==> config.mk <==
export PLATFORM = sky130hd
export DESIGN_NAME = sr_cmd_sequencer
export DESIGN_NICKNAME = d
export VERILOG_FILES = /design/src/rtl/sr_pkg.sv /design/src/rtl/sr_cmd_fifo.sv /design/src/rtl/sr_cmd_sequencer.sv
export SDC_FILE = /design/constraint.sdc
export NUM_CORES = 1
export LEC_CHECK = 0
export CAP_MARGIN = 30
export CORE_MARGIN = 2
export CORE_UTILIZATION = 47
export CTS_CLUSTER_DIAMETER = 50
export DETAILED_ROUTE_END_ITERATION = 16
export DONT_BUFFER_PORTS = 1
export GPL_TIMING_DRIVEN = 0
export PLACE_DENSITY = 0.73
export SYNTH_ARGS = -nofsm -noshare
export SYNTH_HDL_FRONTEND = slang
export SYNTH_SLANG_ARGS = --single-unit
==> constraint.sdc <==
create_clock -name clk -period 6.8 [get_ports clk]
set_input_delay 1.36 -clock clk [delete_from_list [all_inputs] [get_ports clk]]
set_output_delay 1.36 -clock clk [all_outputs]
set_load 0.02 [all_outputs]
==> src/rtl/sr_pkg.sv <==
// Shared types for the SR flop command sequencer: opcodes, FSM states and queued command payload.
package sr_pkg;

   // Width of the index field carried through the queue; top-level indices are zero-extended into it.
   localparam int unsigned SR_IDX_W = 8;

   typedef enum logic [1:0] {
      SR_NOP    = 2'd0,
      SR_SET    = 2'd1,
      SR_CLR    = 2'd2,
      SR_TOGGLE = 2'd3
   } sr_op_e;

   typedef enum logic [2:0] {
      ST_IDLE  = 3'd0,
      ST_DRIVE = 3'd1,
      ST_GAP   = 3'd2,
      ST_CHECK = 3'd3,
      ST_DONE  = 3'd4
   } sr_state_e;

   typedef struct packed {
      sr_op_e                op;
      logic [SR_IDX_W-1:0]   idx;
   } sr_cmd_t;

endpackage

==> src/rtl/sr_cmd_fifo.sv <==
// Synchronous first-word-fall-through command queue with registered occupancy; flushed by reset.
module sr_cmd_fifo
   import sr_pkg::*;
#(
   parameter  int unsigned DEPTH = 4,
   localparam int unsigned PTR_W = $clog2(DEPTH),
   localparam int unsigned CNT_W = PTR_W + 1
) (
   input  logic             clk,
   input  logic             reset,
   input  logic             push,
   input  sr_cmd_t          wdata,
   input  logic             pop,
   output sr_cmd_t          rdata,
   output logic [CNT_W-1:0] count,
   output logic             full,
   output logic             empty
);

   sr_cmd_t          mem_q [DEPTH];
   sr_cmd_t          mem_d [DEPTH];
   logic [PTR_W-1:0] wr_ptr_q, wr_ptr_d;
   logic [PTR_W-1:0] rd_ptr_q, rd_ptr_d;
   logic [CNT_W-1:0] count_q, count_d;
   logic             do_push, do_pop;

   assign full  = (count_q == CNT_W'(DEPTH));
   assign empty = (count_q == '0);
   assign count = count_q;
   assign rdata = mem_q[rd_ptr_q];

   // Next-state: a push into a full queue is refused even if a pop happens in the same cycle.
   always_comb begin
      do_push  = push && !full;
      do_pop   = pop && !empty;
      mem_d    = mem_q;
      wr_ptr_d = wr_ptr_q;
      rd_ptr_d = rd_ptr_q;
      if (do_push) begin
         mem_d[wr_ptr_q] = wdata;
         wr_ptr_d        = wr_ptr_q + PTR_W'(1);
      end
      if (do_pop) begin
         rd_ptr_d = rd_ptr_q + PTR_W'(1);
      end
      count_d = count_q + CNT_W'(do_push) - CNT_W'(do_pop);
   end

   // Pointer and occupancy registers; reset empties the queue.
   always_ff @(posedge clk) begin
      if (reset) begin
         wr_ptr_q <= '0;
         rd_ptr_q <= '0;
         count_q  <= '0;
      end else begin
         wr_ptr_q <= wr_ptr_d;
         rd_ptr_q <= rd_ptr_d;
         count_q  <= count_d;
      end
   end

   // Storage needs no reset: entries are only read after being written.
   always_ff @(posedge clk) begin
      mem_q <= mem_d;
   end

endmodule

==> src/rtl/sr_cmd_sequencer.sv <==
// Command-side driver for a bank of SR flops: queues set/clear/toggle commands and issues
// timed, mutually exclusive s/r pulses. Define SR_CMD_READBACK_EN to add a q readback check
// with timeout; without it the sequence ends after the gap and q_fb only steers TOGGLE.
module sr_cmd_sequencer
   import sr_pkg::*;
#(
   parameter  int unsigned WIDTH         = 4,
   parameter  int unsigned FIFO_DEPTH    = 4,
   parameter  int unsigned PULSE_CYC     = 1,
   parameter  int unsigned GAP_CYC       = 1,
   parameter  int unsigned CHECK_TIMEOUT = 4,
   localparam int unsigned IDX_W         = (WIDTH > 1) ? $clog2(WIDTH) : 1
) (
   input  logic             clk,
   input  logic             reset,
   input  logic             cmd_valid,
   output logic             cmd_ready,
   input  logic [1:0]       cmd_op,
   input  logic [IDX_W-1:0] cmd_idx,
   output logic [WIDTH-1:0] s,
   output logic [WIDTH-1:0] r,
   input  logic [WIDTH-1:0] q_fb,
   output logic             done,
   output logic             err,
   output logic [IDX_W-1:0] err_idx,
   input  logic             err_clr
);

   localparam int unsigned CNT_MAX0 = (PULSE_CYC > GAP_CYC) ? PULSE_CYC : GAP_CYC;
   localparam int unsigned CNT_MAX  = (CNT_MAX0 > CHECK_TIMEOUT) ? CNT_MAX0 : CHECK_TIMEOUT;
   localparam int unsigned CNT_W    = $clog2(CNT_MAX + 1);
   localparam int unsigned FCNT_W   = $clog2(FIFO_DEPTH) + 1;

   sr_state_e            state_q, state_d;
   logic [SR_IDX_W-1:0]  idx_q, idx_d;
   logic                 set_q, set_d;        // 1: pulse s and expect q=1; 0: pulse r and expect q=0
   logic [CNT_W-1:0]     cnt_q, cnt_d;
   logic [WIDTH-1:0]     s_q, s_d, r_q, r_d;
   logic                 done_q, done_d;
   logic                 err_q, err_d;
   logic [IDX_W-1:0]     err_idx_q, err_idx_d;
   logic                 cmd_ready_q, cmd_ready_d;

   sr_cmd_t              push_cmd, head;
   logic                 push_c, pop_c;
   logic [FCNT_W-1:0]    fifo_count, fill_next;
   logic                 fifo_full, fifo_empty;
   logic                 head_in_range;
   logic [WIDTH-1:0]     onehot;

   assign cmd_ready = cmd_ready_q;
   assign s         = s_q;
   assign r         = r_q;
   assign done      = done_q;
   assign err       = err_q;
   assign err_idx   = err_idx_q;

   assign push_c        = cmd_valid && cmd_ready_q && !fifo_full;
   assign push_cmd.op   = sr_op_e'(cmd_op);
   assign push_cmd.idx  = SR_IDX_W'(cmd_idx);
   assign head_in_range = (head.idx < SR_IDX_W'(WIDTH));
   assign onehot        = WIDTH'(1) << idx_q;

   sr_cmd_fifo #(.DEPTH(FIFO_DEPTH)) u_fifo (
      .clk   (clk),
      .reset (reset),
      .push  (push_c),
      .wdata (push_cmd),
      .pop   (pop_c),
      .rdata (head),
      .count (fifo_count),
      .full  (fifo_full),
      .empty (fifo_empty)
   );

   // Next-state and output decode; s/r/done follow the current state one cycle later.
   always_comb begin
      state_d   = state_q;
      idx_d     = idx_q;
      set_d     = set_q;
      cnt_d     = cnt_q;
      s_d       = '0;
      r_d       = '0;
      done_d    = 1'b0;
      err_d     = err_q && !err_clr;
      err_idx_d = err_idx_q;
      pop_c     = 1'b0;

      case (state_q)
         ST_IDLE: begin
            if (!fifo_empty) begin
               pop_c = 1'b1;
               idx_d = head.idx;
               cnt_d = '0;
               if (!head_in_range) begin
                  state_d   = ST_DONE;
                  err_d     = 1'b1;
                  err_idx_d = IDX_W'(head.idx);
               end else begin
                  case (head.op)
                     SR_SET:    begin set_d = 1'b1;                      state_d = ST_DRIVE; end
                     SR_CLR:    begin set_d = 1'b0;                      state_d = ST_DRIVE; end
                     SR_TOGGLE: begin set_d = !q_fb[IDX_W'(head.idx)];  state_d = ST_DRIVE; end
                     default:   state_d = ST_DONE;
                  endcase
               end
            end
         end
         ST_DRIVE: begin
            s_d = set_q ? onehot : '0;
            r_d = set_q ? '0 : onehot;
            if (cnt_q == CNT_W'(PULSE_CYC - 1)) begin
               cnt_d   = '0;
               state_d = ST_GAP;
            end else begin
               cnt_d = cnt_q + CNT_W'(1);
            end
         end
         ST_GAP: begin
            if (cnt_q == CNT_W'(GAP_CYC - 1)) begin
               cnt_d = '0;
`ifdef SR_CMD_READBACK_EN
               state_d = ST_CHECK;
`else
               state_d = ST_DONE;
`endif
            end else begin
               cnt_d = cnt_q + CNT_W'(1);
            end
         end
`ifdef SR_CMD_READBACK_EN
         ST_CHECK: begin
            if (q_fb[IDX_W'(idx_q)] == set_q) begin
               state_d = ST_DONE;
            end else if (cnt_q == CNT_W'(CHECK_TIMEOUT - 1)) begin
               state_d   = ST_DONE;
               err_d     = 1'b1;
               err_idx_d = IDX_W'(idx_q);
            end else begin
               cnt_d = cnt_q + CNT_W'(1);
            end
         end
`endif
         ST_DONE: begin
            done_d  = 1'b1;
            state_d = ST_IDLE;
         end
         default: state_d = ST_IDLE;
      endcase

      // Ready tracks the occupancy after this edge, so a pop from full frees a slot one cycle later.
      fill_next   = fifo_count + FCNT_W'(push_c) - FCNT_W'(pop_c);
      cmd_ready_d = (fill_next != FCNT_W'(FIFO_DEPTH));
   end

   // State and registered outputs with synchronous reset.
   always_ff @(posedge clk) begin
      if (reset) begin
         state_q     <= ST_IDLE;
         idx_q       <= '0;
         set_q       <= 1'b0;
         cnt_q       <= '0;
         s_q         <= '0;
         r_q         <= '0;
         done_q      <= 1'b0;
         err_q       <= 1'b0;
         err_idx_q   <= '0;
         cmd_ready_q <= 1'b0;
      end else begin
         state_q     <= state_d;
         idx_q       <= idx_d;
         set_q       <= set_d;
         cnt_q       <= cnt_d;
         s_q         <= s_d;
         r_q         <= r_d;
         done_q      <= done_d;
         err_q       <= err_d;
         err_idx_q   <= err_idx_d;
         cmd_ready_q <= cmd_ready_d;
      end
   end

endmodule

Word-level counts from Yosys, hierarchy flattened:

Index checks and enable logic that the tools add are counted.

* input bits: 12
* bits in registers: 75
* word-level logic and storage cells: 99

* shifts and indexed selects: 1
* equality and inequality tests: 11
* add/subtract/negate cells: 7
* order comparisons: 5
* bitwise logic cells: 6
* reduce and logical (&&, ||, !) cells: 24
* muxes and demuxes: 24

Operator list (count)
* 40-bit bitwise mux: 1
* 10-bit 2-to-1 mux: 3
* 3-bit 2-to-1 mux: 7
* 10-bit binary-select mux with 2-bit select: 1
* 10-bit demux with 2-bit select: 1
* 3-bit zero test: 3
* 3-bit case mux with 3 select lines: 1
* 3-bit OR reduction: 3
* 8-bit by 3-bit < comparator with 1-bit output (second input constant): 1
* 1-bit by 8-bit << shifter with 4-bit output (first input constant): 1
* 1-bit 2-to-1 mux: 7
* 3-bit by 1-bit adder with 3-bit output: 2
* 3-bit == test (second input constant): 2
* 3-bit >= comparator (second input constant): 2
* 1-bit logical AND: 6
* 2-bit != test (second input constant): 3
* 2-bit inverter with 3-bit output: 2
* 3-bit case mux with 2 select lines: 1
* 3-bit AND reduction: 2
* 3-bit by 1-bit subtractor with 3-bit output: 2
* 2-bit by 1-bit adder with 2-bit output (second input constant): 2
* 2-bit == test (second input constant): 2
* 1-bit zero test: 4
* 1-bit inverter: 4
* 14 further kinds: 15

Logic depth before layout (Yosys ltp):

* word-level depth: 10
* depth in mapped cells: 11
* gate-level depth less buffers: 10

Modules after synthesis:

From an unflattened synthesis, not the netlist that was laid out.

* cells, all modules: 244
* area total of the unflattened synthesis: 3171.8 sq um

Modules (own cells, without submodules)
* sr_cmd_fifo: cells each 99, times used 1, seq. area each 1341.3 sq um, area an instance 1903.1 sq um
* sr_cmd_sequencer: cells each 145, times used 1, seq. area each 560.5 sq um, area an instance 1268.7 sq um

Worst setup path before layout:

Ideal clock, no wire load.

* path kind: input -> register
* from: input port cmd_valid
* to: register u_fifo.count_q[2] (netlist: u_fifo.count[2])
* data arrival time: 2.597 ns
* setup time: 0.128 ns
* data required time: 6.672 ns
* path buffers: 0
* cell stages on the path: 7
* slack: 4.075 ns
* cell sequence: nand2_1 a21oi_1 ha_1 inv_1 fa_1 xnor2_1 nor2_1

* word-level cells in the longest chain between the ends: 5

Ends and longest elaborated chain
* start, declared: RTL line sr_cmd_sequencer.sv:16 `input logic cmd_valid,`
* 1-bit logical AND (2 in a row): RTL line sr_cmd_sequencer.sv:58 `assign push_c = cmd_valid && cmd_ready_q && !fifo_full;`
* 1-bit logical AND: RTL line sr_cmd_fifo.sv:34 `do_push = push && !full;`
* named net u_fifo.do_push: RTL line sr_cmd_fifo.sv:25 `logic do_push, do_pop;`
* 3-bit by 1-bit adder with 3-bit output: RTL line sr_cmd_fifo.sv:46 `count_d = count_q + CNT_W'(do_push) - CNT_W'(do_pop);`
* 3-bit by 1-bit subtractor with 3-bit output: RTL line sr_cmd_fifo.sv:46
* end signal, assigned: RTL line sr_cmd_fifo.sv:58 `count_q <= count_d;`
* end, declared: RTL line sr_cmd_fifo.sv:24 `logic [CNT_W-1:0] count_q, count_d;`

The timed path passes the listed nets, and every way through them passes these cells.
A chain may end at the register's enable or synchronous reset.

Final worst setup path:

Ends and elaborated chain as after synthesis.

==> impl_results.md <==
- Status: complete, no violations
- Min Tclk post-route: 2630 ps
- Most common cell in the netlist: dfxtp_1
- Io pins: 25
- Core Rows: 23
- Syn Area/Cell: 11.9 µm²
- Proportion of power drawn by combinational gates: 37.1%
- Via count: 1115
- Worst Clk Skew: 4.92 ps
- Number of port buffers: 0
- Clk Latency, worst-skew pair: 300 ps
- Relative slew slack: 63.0%
- Max Cap Viol: 0
- Flop and latch count out of synthesis: 43
- Post-DP Area: 1950 µm²
- Largest net degree at the start of global routing: 14
- Die Y: 67.4 µm
- Leak pwr: 0.000783 µW
- Post-synthesis sequential area ratio: 54.1%
- Slowest library cell on the worst path: a21oi_1
- Cell family with most CP delay: adder cells
- Routed Antenna Nets: 0
- Vias in the first global route: 1184
- Total Die Area: 4540 µm²
- Most instantiated cells after synthesis: dfxtp_1 (27), nor2_1 (19), edfxtp_1 (16)
- Worst Path Arrival: 2800 ps
- Floorplan core area: 3940 µm²
- Number of flops mapped to enable cells by yosys: 16
- Initial core utilization: 47.9%
- GR Util met2: 26.4%
- Unrepaired setup endpoints after global routing: no
- Synth area leader: dfxtp_1
- CTS tree: built
- Net Sw Frac: 34.2%
- Grt total ovfl: 0
- Sum of negative setup slack: 0 ps
- Critical path class: input port to register
- Clk buf depth: 2
- 1st-iter DRT viols: 67
- Synth async-reset ratio: 0%
- F_max: 381 MHz
- Setup repair bufs after CTS: 0
- Final instance area: 2080 µm²
- Met3 usage: 6.50%
- Drt via density: 5.11
- H-tree levels: 2
- Final hold vios: 0
- # diodes: 0
- Final-report max-slew violation count: 0
- Worst min-delay path class: register to register
- Total power: 904 µW
- Cts hold-fix bufs: 0
- Die W: 67.4 µm
- Chain of cells forming the critical path: nand2_1 > a21oi_1 > ha_1 > inv_1 > fa_1 > xnor2_1 > nor2_1
- Largest fanout on the critical path: 7
- Critical path capture point type: register
- WHS: 517 ps
- Pwr/cell area: 434 nW/µm²
- First-pass GRT wire length: 4970 µm
- Syn Inst Count: 159
- Critical path buffers and inverters: 1
- Required time worst endpoint: 6970 ps
- Psw: 309 µW
- Layout Nets: 190
- Initial antenna violation count: 0
- Synth top area share: 28.6%
- Syn Std Cell Area: 1890 µm²
- Period utilization: 38.6%
- Most Used Layer, Global Route: met2
- P&R area growth vs syn: 10.3%
- Ys Warns: 0
- Clock transition at the registers of the reported paths: 80 ps
- Worst Max-Slew Pin Slew: 555 ps
- TritonRoute pass-1 iters: 4
- WL per Instance: 13.4 µm
- Post-layout util: 52.8%
- WL final: 2910 µm
- Clock power frac: 24.1%
- Ys flop type: dfxtp_1
- Internal power: 595 µW
- Final setup fails: 0
- # clock sinks: 43
- Total GRT Usage: 15.2%
- FILL cells: 341
- Post_cts resized: 0
- Max incr delay on CP: 460 ps
- Clock Tree Root: clkbuf_8
- Layout cell share with drive strength beyond 1: 13.1%
- Met1 Use GR: 16.0%
- Gpl congestion: 0.807
- Post-DP HPWL: 2100 µm
- Crit start category: input port
- Num CTS Buffers: 5
- Flop pwr share: 38.8%
- Post-route DRC: 0
- Area contributors post-synth: dfxtp_1 (29%), edfxtp_1 (25%), ha_1 (6.0%)
- Maximum VDD drop: 0.000176 V
- Yosys cell types: 39
-- power groups by stage --
| stage | combinational (µW) | sequential [µW] | clock, µW |
|---|---|---|---|
| 2_1_floorplan | 280 | 350 | 0 |
| 3_3_place_gp | 315 | 354 | 0 |
| 3_5_place_dp | 334 | 358 | 0 |
| 4_1_cts | 339 | 352 | 222 |
| 5_1_grt | 380 | 357 | 232 |
| 6_report | 335 | 351 | 218 |
-- layout by cell type, fill, tap and decap left out, types with 4 or more instances in the layout --
cell type / instances
a21oi_1: 5
and2_1: 4
clkbuf_1: 4
clkbuf_8: 6
dfxtp_1: 27
edfxtp_1: 16
ha_1: 9
inv_1: 10
mux2i_1: 5
mux4_2: 4
nand2_1: 5
nand3_1: 4
nor2_1: 19
nor3_1: 5
xor2_1: 4
-- stage by stage --
stage | worst slack (ps) | instances
3_3_place_gp | 3930 | 210
5_1_grt | 4000 | 218
4_1_cts | 4150 | 218
6_report | 4170 | 218
3_5_place_dp | 3840 | 210
2_1_floorplan | 4080 | 160
-- registers in the layout (all words and copies together) (netlist names) --
| register | flops |
|---|---|
| done | 1 |
| idx_q | 2 |
| u_fifo.mem_q | 16 |
| cnt_q | 3 |
| err | 1 |
| u_fifo.count | 3 |
| set_q | 1 |
| r | 4 |
| u_fifo.rd_ptr_q | 2 |
| state_q | 3 |
| cmd_ready | 1 |
| u_fifo.wr_ptr_q | 2 |
| s | 4 |
-- worst register-to-register path, stage by stage (launching register included) --
cell and delay (ps):
dfxtp_1 390, or3_1 330, clkbuf_1 190, nand2_1 220
inv_1 70, ha_1 290, inv_1 80, ha_1 150
inv_1 50, fa_1 370, xor2_1 170, a31oi_1 160
-- cell families (layout without fill, tap and decap cells) --
family / Yosys count / after routing / share of synthesized area, %
and+or+nand+nor: 55 / 55 / 15.4
DFF: 43 / 43 / 54.1
buffers and inverters: 19 / 27 / 5.17
AOI/OAI and AO/OA: 14 / 14 / 6.36
adders and majority gates: 11 / 11 / 8.09
muxes: 9 / 9 / 7.42
xor gates and xnor gates: 7 / 7 / 3.25
other: 1 / 2 / 0.199
-- per-layer routing --
metal	vias to the layer above	wire length [µm]
li1	557	-
met1	516	1160
met2	34	1520
met3	8	160
met4	0	70
met5	-	0
-- final timing paths --
| check | slack [ps] | start | cells after the start | endpoint |
|---|---|---|---|---|
| hold / removal | 520 | cnt_q[2]$_SDFFE_PP0P_ | 2 | cnt_q[2]$_SDFFE_PP0P_ |
| setup / recovery | 4170 | cmd_valid | 7 | u_fifo.count[2]$_SDFF_PP0_ |
| setup reg to reg | 4260 | u_fifo.count[1]$_SDFF_PP0_ | 11 | cmd_ready$_SDFF_PP0_ |
| hold reg to reg | 520 | cnt_q[2]$_SDFFE_PP0P_ | 2 | cnt_q[2]$_SDFFE_PP0P_ |
-- area by class of cell --
cell class,count,area (µm²),area share [%]
Clock buffer,7,98.8,4.74
Sequential cell,43,1020,49.0
Inverter,10,37.5,1.80
Clock inverter,1,30.0,1.44
Buffer,9,60.1,2.88
Multi-Input combinational cell,98,773,37.1
Tap cell,50,62.6,3.00
Power figures use the tool's default switching activity.
